### src/rtl/fetch_queue_pkg.sv
// Shared types and default widths for the instruction fetch path.
package fetch_queue_pkg;

    localparam int FQ_PC_W    = 16;
    localparam int FQ_INSTR_W = 16;

    typedef enum logic [1:0] {
        FQ_RUN  = 2'd0,
        FQ_HOLD = 2'd1,
        FQ_HALT = 2'd2
    } fq_state_t;

    typedef struct packed {
        logic [FQ_PC_W-1:0]    pc;
        logic [FQ_INSTR_W-1:0] instr;
    } fetch_entry_t;

endpackage

### src/rtl/fetch_queue_sync_fifo.sv
// Synchronous FIFO with single-cycle flush, combinational head read and occupancy count.
module sync_fifo #(
    parameter int WIDTH = 32,
    parameter int DEPTH = 4
) (
    input  logic                     clk_i,
    input  logic                     rst,
    input  logic                     push_i,
    input  logic                     pop_i,
    input  logic                     flush_i,
    input  logic [WIDTH-1:0]         data_i,
    output logic [WIDTH-1:0]         data_o,
    output logic                     full_o,
    output logic                     empty_o,
    output logic [$clog2(DEPTH):0]   count_o
);

    localparam int AW = $clog2(DEPTH);
    localparam int CW = AW + 1;

    logic [WIDTH-1:0] mem_q [DEPTH];
    logic [AW-1:0]    wr_ptr_q, wr_ptr_d;
    logic [AW-1:0]    rd_ptr_q, rd_ptr_d;
    logic [CW-1:0]    count_q, count_d;
    logic             do_push, do_pop;

    assign empty_o = (count_q == '0);
    assign full_o  = (count_q == CW'(DEPTH));
    assign count_o = count_q;
    assign data_o  = mem_q[rd_ptr_q];

    // A full FIFO still accepts a write when the head leaves in the same cycle.
    assign do_pop  = pop_i & ~empty_o;
    assign do_push = push_i & (~full_o | do_pop);

    always_comb begin
        wr_ptr_d = wr_ptr_q;
        rd_ptr_d = rd_ptr_q;
        count_d  = count_q;
        if (flush_i) begin
            wr_ptr_d = '0;
            rd_ptr_d = '0;
            count_d  = '0;
        end else begin
            if (do_push) wr_ptr_d = wr_ptr_q + AW'(1);
            if (do_pop)  rd_ptr_d = rd_ptr_q + AW'(1);
            case ({do_push, do_pop})
                2'b10:   count_d = count_q + CW'(1);
                2'b01:   count_d = count_q - CW'(1);
                default: count_d = count_q;
            endcase
        end
    end

    always_ff @(posedge clk_i) begin
        if (rst) begin
            wr_ptr_q <= '0;
            rd_ptr_q <= '0;
            count_q  <= '0;
        end else begin
            wr_ptr_q <= wr_ptr_d;
            rd_ptr_q <= rd_ptr_d;
            count_q  <= count_d;
        end
    end

    always_ff @(posedge clk_i) begin
        if (!rst && !flush_i && do_push) begin
            mem_q[wr_ptr_q] <= data_i;
        end
    end

endmodule

### src/rtl/fetch_queue.sv
// PC generator plus prefetch FIFO feeding the decoder over valid/ready.
module fetch_queue
    import fetch_queue_pkg::*;
#(
    parameter int              PC_W    = FQ_PC_W,
    parameter int              INSTR_W = FQ_INSTR_W,
    parameter int              DEPTH   = 4,
    parameter logic [PC_W-1:0] RST_PC  = '0,
    parameter int              PC_STEP = 1
) (
    input  logic                      clk_i,
    input  logic                      rst,
    output logic [PC_W-1:0]           imem_adr_o,
    input  logic [INSTR_W-1:0]        instr_i,
    input  logic                      jmp_i,
    input  logic [PC_W-1:0]           jmp_adr_i,
    input  logic                      hold_i,
    input  logic                      halt_i,
    output logic                      valid_o,
    input  logic                      ready_i,
    output logic [INSTR_W-1:0]        instr_o,
    output logic [PC_W-1:0]           pc_o,
    output logic [$clog2(DEPTH):0]    level_o,
    output logic                      halted_o
);

    localparam int              EW   = PC_W + INSTR_W;
    localparam logic [PC_W-1:0] STEP = PC_W'(PC_STEP);

    fq_state_t       state_q, state_d;
    logic [PC_W-1:0] pc_q, pc_d;
    logic            push, pop;
    logic            fifo_full, fifo_empty;
    logic [EW-1:0]   head;

    // Handshake: an entry transfers on a rising clk_i edge where valid_o & ready_i.
    // valid_o is suppressed during a redirect so no stale entry is consumed.
    assign valid_o = ~fifo_empty & ~jmp_i;
    assign pop     = valid_o & ready_i;
    assign push    = (state_q == FQ_RUN) & ~hold_i & ~halt_i & ~jmp_i & (~fifo_full | pop);

    assign imem_adr_o = pc_q;
    assign pc_o       = head[EW-1:INSTR_W];
    assign instr_o    = head[INSTR_W-1:0];
    assign halted_o   = (state_q == FQ_HALT);

    always_comb begin
        state_d = state_q;
        if (jmp_i) begin
            state_d = FQ_RUN;
        end else begin
            case (state_q)
                FQ_RUN: begin
                    if (halt_i)      state_d = FQ_HALT;
                    else if (hold_i) state_d = FQ_HOLD;
                end
                FQ_HOLD: begin
                    if (halt_i)       state_d = FQ_HALT;
                    else if (!hold_i) state_d = FQ_RUN;
                end
                FQ_HALT: state_d = FQ_HALT;
                default: state_d = FQ_RUN;
            endcase
        end
    end

    always_comb begin
        pc_d = pc_q;
        if (jmp_i)     pc_d = jmp_adr_i;
        else if (push) pc_d = pc_q + STEP;
    end

    always_ff @(posedge clk_i) begin
        if (rst) begin
            state_q <= FQ_RUN;
            pc_q    <= RST_PC;
        end else begin
            state_q <= state_d;
            pc_q    <= pc_d;
        end
    end

    sync_fifo #(
        .WIDTH (EW),
        .DEPTH (DEPTH)
    ) u_fifo (
        .clk_i   (clk_i),
        .rst     (rst),
        .push_i  (push),
        .pop_i   (pop),
        .flush_i (jmp_i),
        .data_i  ({pc_q, instr_i}),
        .data_o  (head),
        .full_o  (fifo_full),
        .empty_o (fifo_empty),
        .count_o (level_o)
    );

endmodule

### config.mk
export PLATFORM = sky130hd
export DESIGN_NAME = fetch_queue
export DESIGN_NICKNAME = d
export VERILOG_FILES = /design/src/rtl/fetch_queue_pkg.sv /design/src/rtl/fetch_queue_sync_fifo.sv /design/src/rtl/fetch_queue.sv
export SDC_FILE = /design/constraint.sdc
export NUM_CORES = 1
export LEC_CHECK = 0
export CORE_AREA = 2 2 108 121
export CTS_BUF_LIST = sky130_fd_sc_hd__clkbuf_4 sky130_fd_sc_hd__clkbuf_8
export DETAILED_ROUTE_END_ITERATION = 12
export DIE_AREA = 0 0 110 123
export GPL_TIMING_DRIVEN = 0
export PLACE_DENSITY = 0.74
export SYNTH_ARGS = -nofsm -noshare
export SYNTH_HDL_FRONTEND = slang
export SYNTH_SLANG_ARGS = --single-unit
### constraint.sdc
create_clock -name clk_i -period 8.4 [get_ports clk_i]
set_input_delay 1.68 -clock clk_i [delete_from_list [all_inputs] [get_ports clk_i]]
set_output_delay 1.68 -clock clk_i [all_outputs]
set_load 0.005 [all_outputs]
==> key figures <==
Placed design
  • Dpl cells: 582
  • Port bufs: 88
  • RePlAce Congestion: 0.886
  • DP Area: 7120 sq um
  • Pre-CTS WS: 3.94 ns
  • HPWL Detailed: 7650 um

Synth
  • Yosys reg bits: 155
  • Commonest cells in the netlist: edfxtp_1, mux4_2, dfxtp_1
  • Synth top area cells: edfxtp_1, mux4_2, dfxtp_1, nor2_1, xnor2_1
  • Post-synthesis area per instance: 17.9 sq um
  • Synth warnings: 0
  • Cells after Synth: 337
  • Mapped Area: 6040 sq um
  • Leading area contributor after synthesis: edfxtp_1
  • Asr flop ratio synth: 0%
  • Syn_nets: 382
  • Synth top area share: 63.7%
  • Post-synthesis sequential area ratio: 72.6%
  • Distinct cells, synth: 41
  • Post-synth top flop: edfxtp_1
  • Number of flops mapped to enable cells by yosys: 128
  • Count leader, synth: edfxtp_1

Worst setup path
  • Worst reg2reg path depth: 8
  • Max stage delay on crit path: 0.69 ns
  • Crit-path slowest cell: buf_1
  • CP Capture Point: pc_o[5]
  • Worst-path cell chain: clkbuf_1 > buf_1 > mux4_2 > clkdlybuf4s50_1
  • FF-to-FF End: u_fifo.count_o[2]
  • Worst setup EP type: primary output
  • CP startpoint kind: flop
  • Critical Path AT: 2.80 ns
  • CP Data Required Time: 6.72 ns
  • R2R Setup Slk: 5.63 ns
  • CP max FO: 10
  • Crit path kind: reg -> out
  • Worst r2r src: u_fifo.count_o[0]

Floorplanning
  • Die Height: 123 um
  • Num rows: 43
  • Effective utilization at floorplan: 49.0%
  • Core Footprint: 12300 sq um
  • Die area: 13500 sq um
  • Die Wd: 110 um
  • Ports: 91

Cells and area
  • Design Area, Final: 7550 sq um
  • Final cell count without fillers: 614
  • Fraction of layout cells with a size suffix above 1: 16.2%
  • Final nets: 489
  • Diode count: 0
  • P&R area growth vs syn: 25.1%

Min path
  • Min-delay worst type: reg -> reg

Timing
  • RSZ-0062 raised after global routing: no
  • Setup tns final: 0 ns
  • Fin. max-slew vios: 0
  • Final hold vios: 0
  • Setup violations, final: 0
  • Clock period minus worst slack: 4.48 ns
  • Slew headroom: 28.8%
  • Worst Setup Slack, final: 3.92 ns
  • Slew @ Worst Pin: 1.05 ns
  • Max Freq: 223 MHz
  • Tcrit/Tclk final: 53.3%
  • Skew final: 0.0105 ns

Drt
  • Vias: 3449
  • Initial DRC count: 219
  • Wire per inst: 19.2 um
  • ANT nets after route: 0
  • Vias per cell: 5.62
  • TritonRoute pass-1 iters: 4
  • DRC: 0
  • Total Wirelength: 11800 um

Global route
  • Largest net degree at the start of global routing: 33
  • Initial antenna violation count: 0
  • Global route total overflow: 0
  • Vias in the first global route: 3632
  • First-pass GRT wire length: 18600 um
  • GRT Total Usage: 18.9%

Power and ir drop
  • Worst vdd ir: 0.000105 V
  • Power Dens Cells: 200 nW/um^2
  • Pleak: 0.00239 uW

Clock tree
  • Depth of the CTS H-tree: 4
  • CTS Buf Count: 17
  • Clock sink count: 155
  • Post-CTS sizing: 0
  • TritonCTS clock tree: done
  • CTS max path bufs: 2
  • Clock latency on the worst-skew pair: 0.43 ns
  • Clk root buf: clkbuf_8
  • CTS clk-pin slew, worst paths: 0.08 ns
  • Post-CTS Hold Fix Bufs: 0
  • Setup Buffers After CTS: 0

Run
  • Max_cap viols: 0

Run status
  • Run status: finished clean
==> worst max-delay path, delay by kind of cell, from the launching register on <==
| family | cells | cell delay [ns] |
|---|---|---|
| buf+inv | 3 | 1.45 |
| flops | 1 | 0.32 |
| mux | 1 | 0.59 |
==> final cells by class <==
cell class	instances	area, sq um
Timing Repair Buffer	88	881
Buffer	16	62.6
Clock buffer	22	297
Sequential cell	155	4380
Clock inverter	10	134
Multi-Input combinational cell	155	1560
Inverter	11	41.3
Tap cell	157	196
Fill cell	915	4770
==> report_power, final <==
group,total (uW),internal (uW),switching (uW)
sequential,855,841,14.2
combinational,68.6,40.2,28.4
clock,589,329,260
total,1510,1210,302
==> per-stage QoR <==
| stage | total power [uW] | util (%) | hold slack [ns] |
|---|---|---|---|
| after floorplan | 892 | - | 0.442 |
| after global placement | 938 | 57.8 | 0.459 |
| after detailed placement | 941 | 57.8 | 0.489 |
| after CTS | 1520 | 61.3 | 0.501 |
| after global routing | 1570 | 61.3 | 0.547 |
| final | 1510 | 61.3 | 0.503 |
==> flip-flops by register name, summed over array words and instances, names as in the netlist, named ones only <==
register         flops
u_fifo.mem_q       128
imem_adr_o          16
u_fifo.count_o       3
state_q              2
u_fifo.rd_ptr_q      2
u_fifo.wr_ptr_q      2
==> how the worst min path moves through the flow <==
stage	start	endpoint	slack (ns)	depth (start not counted)
2_1_floorplan	state_q[1]	state_q[0]	0.44	1
3_3_place_gp	state_q[1]	state_q[0]	0.46	1
3_5_place_dp	state_q[1]	state_q[0]	0.49	1
4_1_cts	state_q[1]	state_q[0]	0.50	1
5_1_grt	state_q[1]	state_q[0]	0.55	1
6_report	state_q[1]	state_q[0]	0.50	1
==> kinds of logic (layout without fill, tap and decap cells) <==
family / Yosys count / count (layout) / share of synthesized area (%)
adder cells (fa/ha/maj): 7 / 7 / 1.57
AO/OA/AOI/OAI: 29 / 29 / 3.65
multiplexers: 33 / 33 / 12.1
AND/OR/NAND/NOR: 74 / 74 / 6.61
flip-flops: 155 / 155 / 72.6
XOR/XNOR: 12 / 12 / 1.74
buffers and inverters: 27 / 147 / 1.72
==> metal layers <==
metal  vias to the layer above  wire (um)  track usage (%)
met4                         0         85             6.72
met1                      1722       4780             23.9
li1                       1572          -                -
met3                         7        906             5.38
met2                       148       6020             31.3
met5                         -          0                0
==> cell usage in the layout (no fill, tap or decap), types with 2 or more instances in the layout <==
cell type and count:
buf_1 5, nor2_1 24, a21oi_1 3, nand3_1 7
clkbuf_1 9, and3_2 4, xor2_1 3, mux4_2 32
inv_4 4, nand2_1 7, clkdlybuf4s50_1 88, inv_1 11
nor3b_1 2, clkbuf_8 21, xnor2_1 9, ha_1 6
edfxtp_1 128, nor4_1 4, or4_1 7, bufinv_16 3
nand4_1 4, clkinv_2 2, or3_1 2, a211oi_1 7
a31oi_1 2, o31ai_1 4, a311oi_1 6, nor3_1 2
dfxtp_1 27, or2_2 2, nor4b_1 2, and3_1 3
Note: power is estimated with default switching activity, not from simulation.
